**src/rtl/ir_cmd_ctrl.sv**
```systemverilog
// rtl/ir_cmd_ctrl.sv - IR frame filter, press/repeat FSM and 4-entry event FIFO
// Optional repeat events are enabled by defining IR_CMD_REPEAT_EN.
module ir_cmd_ctrl #(
    parameter logic [4:0] ADDR_MASK       = 5'h1F,
    parameter logic [4:0] ADDR_MATCH      = 5'h01,
    parameter int         CONFIRM_COUNT   = 2,
    parameter int         REPEAT_DIV      = 4,
    parameter int         RELEASE_TIMEOUT = 4000000
) (
    input  logic        clk,
    input  logic        rst_n,
    input  logic [11:0] frame_data,
    input  logic        frame_rdy,
    output logic [6:0]  cmd_code,
    output logic [4:0]  cmd_addr,
    output logic        cmd_repeat,
    output logic        cmd_valid,
    input  logic        cmd_ready,
    output logic        key_held,
    output logic        overflow,
    input  logic        ovf_clr
);
    localparam logic [1:0] S_IDLE    = 2'd0;
    localparam logic [1:0] S_CONFIRM = 2'd1;
    localparam logic [1:0] S_HELD    = 2'd2;

    localparam int          TW      = $clog2(RELEASE_TIMEOUT + 1);
    localparam logic [TW-1:0] TO_LAST = TW'(RELEASE_TIMEOUT - 1);
    localparam logic [2:0]  CC      = 3'(CONFIRM_COUNT);
    localparam logic [3:0]  RD      = 4'(REPEAT_DIV);

    logic [1:0]    state, state_n;
    logic [11:0]   code_q, code_n;
    logic [2:0]    match_cnt, match_n;
    logic [3:0]    rep_cnt, rep_n;
    logic [TW-1:0] timer;
    logic          rdy_q;
    logic          new_frame, accept, same, timeout;
    logic          push, push_rep;

    assign new_frame = frame_rdy & ~rdy_q;
    assign accept    = new_frame &&
                       ((frame_data[11:7] & ADDR_MASK) == (ADDR_MATCH & ADDR_MASK));
    assign same      = (frame_data == code_q);
    // The timer reaches TO_LAST on the cycle before the RELEASE_TIMEOUT-th idle edge.
    assign timeout   = (state != S_IDLE) && (timer == TO_LAST);
    assign key_held  = (state == S_HELD);

    always_comb begin
        state_n  = state;
        code_n   = code_q;
        match_n  = match_cnt;
        rep_n    = rep_cnt;
        push     = 1'b0;
        push_rep = 1'b0;
        if (accept) begin
            if (state == S_IDLE || !same) begin
                code_n  = frame_data;
                match_n = 3'd1;
                rep_n   = 4'd0;
                if (CC == 3'd1) begin
                    state_n = S_HELD;
                    push    = 1'b1;
                end else begin
                    state_n = S_CONFIRM;
                end
            end else if (state == S_CONFIRM) begin
                match_n = match_cnt + 3'd1;
                if (match_n == CC) begin
                    push    = 1'b1;
                    rep_n   = 4'd0;
                    state_n = S_HELD;
                end
            end else begin
`ifdef IR_CMD_REPEAT_EN
                rep_n = rep_cnt + 4'd1;
                if (rep_n == RD) begin
                    push     = 1'b1;
                    push_rep = 1'b1;
                    rep_n    = 4'd0;
                end
`endif
            end
        end else if (timeout) begin
            state_n = S_IDLE;
            match_n = 3'd0;
            rep_n   = 4'd0;
        end
    end

    always_ff @(posedge clk or negedge rst_n) begin
        if (!rst_n) begin
            state     <= S_IDLE;
            code_q    <= 12'd0;
            match_cnt <= 3'd0;
            rep_cnt   <= 4'd0;
            timer     <= '0;
            rdy_q     <= 1'b0;
        end else begin
            state     <= state_n;
            code_q    <= code_n;
            match_cnt <= match_n;
            rep_cnt   <= rep_n;
            rdy_q     <= frame_rdy;
            if (accept || timeout || state == S_IDLE)
                timer <= '0;
            else
                timer <= timer + 1'b1;
        end
    end

    logic [12:0] mem [4];
    logic [1:0]  wr_ptr, rd_ptr;
    logic [2:0]  count;
    logic        full, pop, push_ok, drop;

    assign full    = (count == 3'd4);
    assign pop     = cmd_valid & cmd_ready;
    assign push_ok = push & (~full | pop);
    assign drop    = push & full & ~pop;

    assign cmd_valid  = (count != 3'd0);
    assign cmd_repeat = mem[rd_ptr][12];
    assign cmd_addr   = mem[rd_ptr][11:7];
    assign cmd_code   = mem[rd_ptr][6:0];

    always_ff @(posedge clk or negedge rst_n) begin
        if (!rst_n) begin
            for (int i = 0; i < 4; i++) mem[i] <= 13'd0;
            wr_ptr   <= 2'd0;
            rd_ptr   <= 2'd0;
            count    <= 3'd0;
            overflow <= 1'b0;
        end else begin
            if (push_ok) begin
                mem[wr_ptr] <= {push_rep, frame_data};
                wr_ptr      <= wr_ptr + 2'd1;
            end
            if (pop)
                rd_ptr <= rd_ptr + 2'd1;
            case ({push_ok, pop})
                2'b10:   count <= count + 3'd1;
                2'b01:   count <= count - 3'd1;
                default: count <= count;
            endcase
            if (drop)
                overflow <= 1'b1;
            else if (ovf_clr)
                overflow <= 1'b0;
        end
    end
endmodule

```
**config.mk**
```make
export PLATFORM = sky130hd
export DESIGN_NAME = ir_cmd_ctrl
export DESIGN_NICKNAME = d
export VERILOG_FILES = /design/src/rtl/ir_cmd_ctrl.sv
export SDC_FILE = /design/constraint.sdc
export NUM_CORES = 1
export LEC_CHECK = 0
export CAP_MARGIN = 40
export CORE_MARGIN = 5
export CORE_UTILIZATION = 32
export DETAILED_ROUTE_END_ITERATION = 7
export GPL_TIMING_DRIVEN = 0
export MAX_ROUTING_LAYER = met4
export PLACE_DENSITY = 0.46
export SYNTH_ARGS = -nofsm -noshare
export SYNTH_HDL_FRONTEND = slang
export SYNTH_SLANG_ARGS = --single-unit
```
**constraint.sdc**
```tcl
create_clock -name clk -period 2.6 [get_ports clk]
set_input_delay 0.52 -clock clk [delete_from_list [all_inputs] [get_ports clk]]
set_output_delay 0.52 -clock clk [all_outputs]
set_load 0.05 [all_outputs]
```
# Yosys cells after proc, flatten, opt, wreduce, memory -nomap -nowiden

Cells that the tools add are included.

Register bits after elaboration: 100
Input bits: 17

Add/sub/neg operators: 6
Magnitude comparators: 3
Equal/unequal tests: 11
Mux-type cells: 23
Bitwise gates (word level): 11
Reduce and logical (&&, ||, !) cells: 16

Operator list:

| kind                  | number |
|---|---|
| $bwmux 52             | 1 |
| $mux 13               | 3 |
| $bmux 13 s2           | 1 |
| $demux 13 s2          | 1 |
| $add 22x1->22 const B | 1 |
| $eq 22x22->1 const B  | 1 |
| $mux 22               | 1 |
| $eq 12x12->1          | 1 |
| $mux 3                | 4 |
| $mux 2                | 5 |
| $reduce_bool 2->1     | 4 |
| $add 3x1->3 const B   | 2 |
| $ge 3x3->1 const B    | 2 |
| $mux 1                | 6 |
| $ne 3x1->1 const B    | 2 |
| $not 2->3             | 2 |
| $pmux 3 s2            | 1 |
| $and 1x1->1           | 5 |
| $eq 5x1->1 const B    | 1 |
| $add 2x1->2 const B   | 2 |
| $eq 2x1->1 const B    | 2 |
| $eq 2x2->1 const B    | 2 |
| $reduce_and 2->1      | 2 |
| $eq 3x2->1 const B    | 1 |
| 11 further kinds      | 17 |

# Logic depth before layout (Yosys ltp)

Gate-level depths: netlist of the first run.

Depth in word-level cells: 9
Mapped depth: 9

# Worst setup path after synthesis of the first run

Ideal clock, no wire load.

Path type: input -> register
Start point: in frame_data[9]
End point: reg count[2]
Library setup time: 0.142 ns
Arrival time: 2.320 ns
Path slack: 0.139 ns
Stages: 9
Path buffers: 1
Cell sequence: nor4b_1 -> nand3_1 -> buf_2 -> nor2_2 -> a21oi_1 -> fa_1 -> a211o_1 -> o311ai_0 -> o211ai_1

Cells in the longest elaborated chain, start to end: 8

Ends and longest elaborated chain:

| element                                         | line | RTL |
|---|---|---|
| start: declaration                              | 12   | `input logic [11:0] frame_data,` |
| $eq 12x12->1                                    | 44   | `assign same = (frame_data == code_q);` |
| $logic_not 1->1                                 | 57   | `if (state == S_IDLE \|\| !same) begin` |
| $logic_or 1x1->1                                | 57   |  |
| $mux 1                                          | 57   |  |
| $mux 1 (*)                                      | 56   | `if (accept) begin` |
| $and 1x1->1 (*)                                 | 119  | `assign push_ok = push & (~full \| pop);` |
| $eq 2x1->1 or $eq 2x2->1 (tied branches)        | 141  | `case ({push_ok, pop})` |
| $pmux 3 s2 or $reduce_bool 2->1 (tied branches) | -    |  |
| end signal: assignment                          | 142  | `2'b10: count <= count + 3'd1;` |
| end signal: assignment                          | 143  | `2'b01: count <= count - 3'd1;` |
| end signal: assignment                          | 144  | `default: count <= count;` |
| end: declaration                                | 114  | `logic [2:0] count;` |

Every way passes the cells marked *; elsewhere a longest branch is shown, timed or not.
A chain may end at the register's enable or synchronous reset.

# Worst setup path after layout of the first run

Start point: in frame_data[5]
End point: reg count[2]

Cells in the longest elaborated chain, start to end: 8

Ends and longest elaborated chain:

| element                                         | line |
|---|---|
| $eq 12x12->1 (*)                                | 44 |
| $logic_not 1->1 (*)                             | 57 |
| $logic_or 1x1->1 (*)                            | 57 |
| $mux 1 (*)                                      | 57 |
| $mux 1 (*)                                      | 56 |
| $and 1x1->1 (*)                                 | 119 |
| $eq 2x1->1 or $eq 2x2->1 (tied branches)        | 141 |
| $pmux 3 s2 or $reduce_bool 2->1 (tied branches) | - |

Marks and branches as above.

==> impl_metrics.csv, run 1 <==
group,metric,value,unit
status,run_status,"finished clean",
place,hpwlAfterDp,6240,um
logic_synthesis,ys_seq_elements,96,
logic_synthesis,synth_warnings,0,
timing,fmax,396,MHz
cts,htree_levels,3,
logic_synthesis,synth_commonest_cells,"dfrtp_1 (96), nor2_1 (31), xor2_1 (26), mux2_4 (20), and2_1 (17)",
timing,rsz0062_at_grt,"true",
grt,grt_use_met3,0.0334,
cts,numCtsBuffers,9,
setup_path,path_class,"primary input to flip-flop",
setup_path,cp_data_arrival_time,2730,ps
floorplanning,die_x,129,um
setup_path,ff2ff_path_depth,9,
logic_synthesis,syn_area_per_cell,12.7,um2
drt,routed_wl,9130,um
logic_synthesis,async_flop_share,1.00,
grt,grt_util_met2,0.181,
setup_path,rrSetupSlack,120,ps
setup_path,crit_path_end_kind,"flip-flop",
logic_synthesis,synthXorXnorAreaFrac,0.0714,
drt,via_count,2771,
power_and_ir_drop,max-vdd-ir-drop,0.294,mV
cts,clkTransAtPathRegs,60,ps
cells_and_area,antenna-diode-count,0,
cells_and_area,final_nets,427,
drt,drtPass1Iterations,4,
grt,overflow,0,
grt,grt_pass1_vias,2929,
worst_hold_path,hold_path_class,"primary input to asynchronous set/reset pin",
setup_path,r2r-end,"count[2]$_DFFE_PN0P_",
place,place.gp.congestion,0.759,
setup_path,critPathMaxFanout,6,
logic_synthesis,synth-simple-area-share,0.146,
drt,routedWlPerCell,15.6,um
logic_synthesis,synthAdderAreaFrac,0.0237,
logic_synthesis,synth_mux_area_frac,0.165,
timing,hold_viol,0,
timing,setup_violations,0,
floorplanning,coreArea,13900,um2
timing,final-max-slew-violation-count,0,
floorplanning,rows,43,
timing,fin_crit,2530,ps
cells_and_area,syn2layout_area_growth,19.3,%
floorplanning,io_pins,33,
logic_synthesis,yosysSeqAreaShare,0.530,
logic_synthesis,synth_top_family_by_area,"multiplexers",
cts,clock-root-buffer,"clkbuf_16",
grt,grt_busiest_layer,"met2",
cts,clk_latency,340,ps
setup_path,timing.rr.start,"code_q[3]$_DFFE_PN0P_",
logic_synthesis,netlist_area,4540,um2
cells_and_area,stdcell_area,5410,um2
cts,cts_tree,"yes",
place,place_inst,568,
timing,worst_pin_slew,694,ps
timing,clock_skew,4.71,ps
drt,via_per_inst,4.73,
drt,dr.first_iter.drc_count,136,
floorplanning,start_util,0.327,
cts,clk_path_buf_depth,2,
setup_path,critPathLaunchType,"primary input",
floorplanning,die_area,16700,um2
power_and_ir_drop,power_density,646,nW/um2
grt,grt_max_degree,52,
cts,cts_hold_buffers,0,
place,placed_area,5100,um2
place,io_buffers,31,
logic_synthesis,ys_types,48,
cells_and_area,drive_gt1_frac,0.251,
timing,slew_headroom,0.537,
logic_synthesis,yosysTopAreaCell,"dfrtp_1",
logic_synthesis,synth_nets,381,
floorplanning,die_h,129,um
logic_synthesis,synth-compound-area-share,0.0312,
run,drv_cap,0,
timing,period_share,0.972,
power_and_ir_drop,p_leak,2.62,nW
drt,drc,0,
grt,met1_usage,0.167,
logic_synthesis,yosysMostFrequentCell,"dfrtp_1",
cts,clock-sinks,96,
grt,grt_antenna_before_repair,0,
cells_and_area,stdcell_count,586,
logic_synthesis,synth_top_area_share,0.530,
drt,ant_nets,0,
logic_synthesis,netlist_instances,356,
setup_path,required,2800,ps
grt,grt_pass1_wl,15500,um
logic_synthesis,synth_ff_type,"dfrtp_1",
logic_synthesis,synthTopCellsByArea,"dfrtp_1 (53%), mux2_4 (6.6%), mux4_2 (6.0%), xor2_1 (5.0%), mux2_2 (4.0%)",
grt,grt_use_total,0.124,
logic_synthesis,synth_edf_count,0,
==> cell families after synthesis <==
family / count (synthesis)
AO/OA/AOI/OAI: 21
XOR/XNOR: 37
adder cells (fa/ha/maj): 8
buffers and inverters: 24
flip-flops: 96
multiplexers: 48
other: 1
AND/OR/NAND/NOR: 121
==> layout make-up <==
class                           instances  area, um2
Fill cell                            1365       8470
Sequential cell                        96       2400
Multi-Input combinational cell        236       2010
Timing Repair Buffer                   36        325
Clock buffer                           13        270
Tap cell                              180        225
Buffer                                 13        125
Inverter                               10       37.5
Clock inverter                          2       13.8
==> critical path, cell delays in order <==
cell             delay (ps)
clkdlybuf4s15_1         270
xor2_1                  190
nor4_2                  360
and4_1                  300
buf_6                   110
a21oi_1                  80
fa_2                    360
a211o_1                 290
o311ai_1                100
o211ai_1                150
==> registers in the layout, summed over array words and instances (netlist names), 2 cells and up <==
name	flops
timer	22
mem	48
code_q	12
wr_ptr	2
state	2
count	3
rd_ptr	2
match_cnt	3
==> stage by stage <==
step | hold WS, ps | total power, W | setup TNS [ps] | worst slack (ps) | utilization
finish | 222 | 0.00350 | 0 | 72.1 | 0.390
floorplan | 224 | 0.00205 | 0 | 139 | -
global route | 283 | 0.00369 | -67.3 | -67.3 | 0.390
detailed placement | 452 | 0.00226 | -22820 | -883 | 0.367
global placement | 446 | 0.00224 | -292510 | -2810 | 0.365
CTS | 242 | 0.00358 | 0 | 0.0762 | 0.390
==> power breakdown <==
group	internal, W	switching [W]
Sequential	0.00157	0.000107
Combinational	0.000260	0.000296
Clock	0.000722	0.000542
==> worst max path at each step <==
stage	startpoint	endpoint	slack (ps)	cells after the start
after floorplan	frame_data[9]	count[2]$_DFFE_PN0P_	140	9
after global placement	rst_n	timer[18]$_DFF_PN0_	-2810	1
after detailed placement	frame_data[0]	count[2]$_DFFE_PN0P_	-880	10
after CTS	rd_ptr[0]$_DFFE_PN0N_	cmd_code[0]	0.08	2
after global routing	frame_data[11]	count[2]$_DFFE_PN0P_	-70	10
final	frame_data[5]	count[2]$_DFFE_PN0P_	70	10
==> per-layer routing <==
| layer | up-vias | share of wire |
|---|---|---|
| li1 | 1322 | - |
| met1 | 1389 | 0.50 |
| met2 | 51 | 0.44 |
| met3 | 9 | 0.042 |
| met4 | 0 | 0.015 |
| met5 | - | 0 |
==> what timing repair did <==
| action | CTS | global route |
|---|---|---|
| pin swaps | 4 | 6 |
| endpoints found under the setup margin | 37 | 12 |
| setup buffers | 2 | 2 |
| gates resized for setup | 33 | 19 |
==> placed cells by master (no fill, tap or decap), types with 10 or more instances in the layout <==
cell type and count:
mux2_2 16, nand2_1 13, clkdlybuf4s50_1 11, nand3_1 15, and2_1 17, xor2_1 26
nor2_1 30, inv_1 10, dfrtp_1 95, mux2_4 20, mux4_2 12, xnor2_1 11
Note: power is estimated with default switching activity, not from simulation.
==> run 2: changes to the inputs <==
--- a/config.mk
+++ b/config.mk
@@ -8,6 +8,7 @@
 export CAP_MARGIN = 40
 export CORE_MARGIN = 5
 export CORE_UTILIZATION = 32
+export CTS_CLUSTER_SIZE = 8
 export DETAILED_ROUTE_END_ITERATION = 7
 export GPL_TIMING_DRIVEN = 0
 export MAX_ROUTING_LAYER = met4
==> results of run 2 <==
The final DEF is identical to that of run 1; final timing and power are the same.
==> run 3: changes to the inputs <==
--- a/config.mk
+++ b/config.mk
@@ -6,7 +6,7 @@
 export NUM_CORES = 1
 export LEC_CHECK = 0
 export CAP_MARGIN = 40
-export CORE_MARGIN = 5
+export CORE_MARGIN = 2
 export CORE_UTILIZATION = 32
 export CTS_CLUSTER_SIZE = 8
 export DETAILED_ROUTE_END_ITERATION = 7
==> run 3 against run 2 <==
Effect of this change:
- core utilization rose by 0.38 points
- die area fell by 9.1%
- design area rose by 0.97%
- routed wire length rose by 1.2%
- fmax fell by 1.6%
- clock skew rose by 2.8 ps
==> impl_metrics.csv, run 3 (synthesis gave the netlist of run 1 again) <==
group,metric,value,unit
floorplanning,die_area,15100,um2
status,run_status,"finished clean",
setup_path,critPathMaxFanout,6,
power_and_ir_drop,power_density,642,nW/um2
timing,period_share,0.988,
floorplanning,die_h,123,um
cells_and_area,fillers,1350,
drt,via_count,2788,
drt,wl_met1,4510,um
cts,clk_latency,350,ps
power_and_ir_drop,max-vdd-ir-drop,0.351,mV
cts,clkTransAtPathRegs,60,ps
timing,final-max-slew-violation-count,0,
cells_and_area,stdcell_count,590,
floorplanning,start_util,0.327,
drt,route.met3.wl,376,um
cts,clock-root-buffer,"clkbuf_16",
timing,setup_tns,0,ps
drt,drtPass1Iterations,4,
setup_path,required,2810,ps
place,place.gp.congestion,0.709,
cells_and_area,antenna-diode-count,0,
cells_and_area,final_cell_mix,"dfrtp_1 (95), nor2_1 (30), xor2_1 (26), mux2_4 (20), and2_1 (17)",
cells_and_area,stdcell_area,5460,um2
cells_and_area,top_register,"mem",
drt,via_per_inst,4.73,
place,io_buffers,31,
timing,setup_violations,0,
drt,routedWlPerCell,15.7,um
drt,dr.first_iter.drc_count,131,
cts,numCtsBuffers,9,
setup_path,r2r-end,"count[2]$_DFFE_PN0P_",
grt,grt_max_degree,66,
drt,maxUsedRoutingLayer,"met4",
floorplanning,die_x,123,um
timing,rsz0062_at_grt,"true",
cells_and_area,syn2layout_area_growth,20.4,%
timing,slew_headroom,0.668,
cts,clk_path_buf_depth,2,
worst_hold_path,hold_path_class,"primary input to asynchronous set/reset pin",
drt,routed_wl,9240,um
cts,cts_hold_buffers,0,
cells_and_area,seqCellArea,2400,um2
setup_path,cp_data_arrival_time,2770,ps
floorplanning,coreArea,13900,um2
setup_path,rrSetupSlack,110,ps
cells_and_area,largest_reg_flops,48,
power_and_ir_drop,p_leak,2.66,nW
cts,htree_levels,3,
floorplanning,rows,43,
cells_and_area,largest_registers,"mem x48, timer x22, code_q x12",
cells_and_area,multiInputGateArea,2030,um2
cts,cts_tree,"yes",
drt,drc,0,
drt,dr_wl_met2,4240,um
timing,hold_viol,0,
timing,worst_pin_slew,497,ps
grt,grt_use_total,0.143,
cells_and_area,drive_gt1_frac,0.263,
timing,clock_skew,7.55,ps
setup_path,timing.rr.start,"code_q[5]$_DFFE_PN0P_",
floorplanning,io_pins,33,
drt,ant_nets,0,
place,place_inst,568,
run,drv_cap,0,
place,hpwlAfterDp,6060,um
place,placed_area,5100,um2
grt,grt_pass1_wl,15700,um
grt,grt_pass1_vias,2902,
setup_path,crit_path_end_kind,"flip-flop",
timing,fmax,389,MHz
timing,holdWs,120,ps
setup_path,critPathLaunchType,"primary input",
cells_and_area,finalCoreUtilization,0.394,
cells_and_area,final_nets,430,
grt,overflow,0,
grt,grt_antenna_before_repair,0,
setup_path,path_class,"primary input to flip-flop",
timing,fin_crit,2570,ps
cts,clock-sinks,96,
setup_path,ff2ff_path_depth,9,
cells_and_area,mostFrequentLayoutCell,"dfrtp_1",
-- run 3: changes by cell type in the layout (fill, tap and decap cells not counted), moves of 2 or more --
cell | previous run | this run
clkdlybuf4s50_1 | 11 | 8
dlymetal6s2s_1 | 1 | 4
buf_4 | 7 | 9
clkdlybuf4s15_2 | 2 | 0
clkinvlp_4 | 0 | 2
dlygate4sd2_1 | 8 | 10
-- run 3: worst max-delay path, cell delays in order --
cell	delay [ps]
dlygate4sd2_1	300
xor2_1	170
nor4_2	370
and4_1	300
buf_6	130
a21oi_2	70
fa_2	380
a211o_1	290
o311ai_0	100
o211ai_1	130
-- run 3: per-stage QoR --
step,setup slack (ps),total power [W]
4_1_cts,12.8,0.00358
5_1_grt,-41.7,0.00371
3_5_place_dp,-846,0.00226
3_3_place_gp,-2820,0.00224
2_1_floorplan,139,0.00205
6_report,32.1,0.00351
-- run 3: area by class of cell --
class,instances,area share
clock inverters,4,0.00527
repair buffers,39,0.0632
clock buffers,12,0.0469
multi-input cells,236,0.372
well taps,180,0.0412
inverters,10,0.00687
plain buffers,13,0.0243
flip-flops and latches,96,0.440
-- run 3: power by group --
part | leakage [nW] | switching, W | total [W] | internal (W)
registers | 1.31 | 0.000109 | 0.00168 | 0.00157
logic | 1.22 | 0.000301 | 0.000564 | 0.000263
clock network | 0.135 | 0.000568 | 0.00127 | 0.000701
total | 2.66 | 0.000978 | 0.00351 | 0.00253
-- run 3: layer usage --
metal / track usage / up-vias
li1: - / 1325
met5: - / -
met1: 0.190 / 1406
met2: 0.210 / 47
met3: 0.0452 / 10
met4: 0.0405 / 0
-- run 3: worst max-delay path by stage --
stage	startpoint	endpoint	cells past startpoint
floorplan	frame_data[9]	count[2]$_DFFE_PN0P_	9
global placement	rst_n	timer[14]$_DFF_PN0_	1
CTS	frame_data[3]	count[2]$_DFFE_PN0P_	10
detailed placement	frame_data[5]	count[2]$_DFFE_PN0P_	10
finish	frame_data[0]	count[2]$_DFFE_PN0P_	10
global route	frame_data[0]	count[2]$_DFFE_PN0P_	10
-- run 3: repair_timing --
action,CTS,global route
endpoints found under the hold margin,0,0
resized for setup,29,28
setup buffers,2,5
endpoints found under the setup margin,37,22
pin swaps,4,6
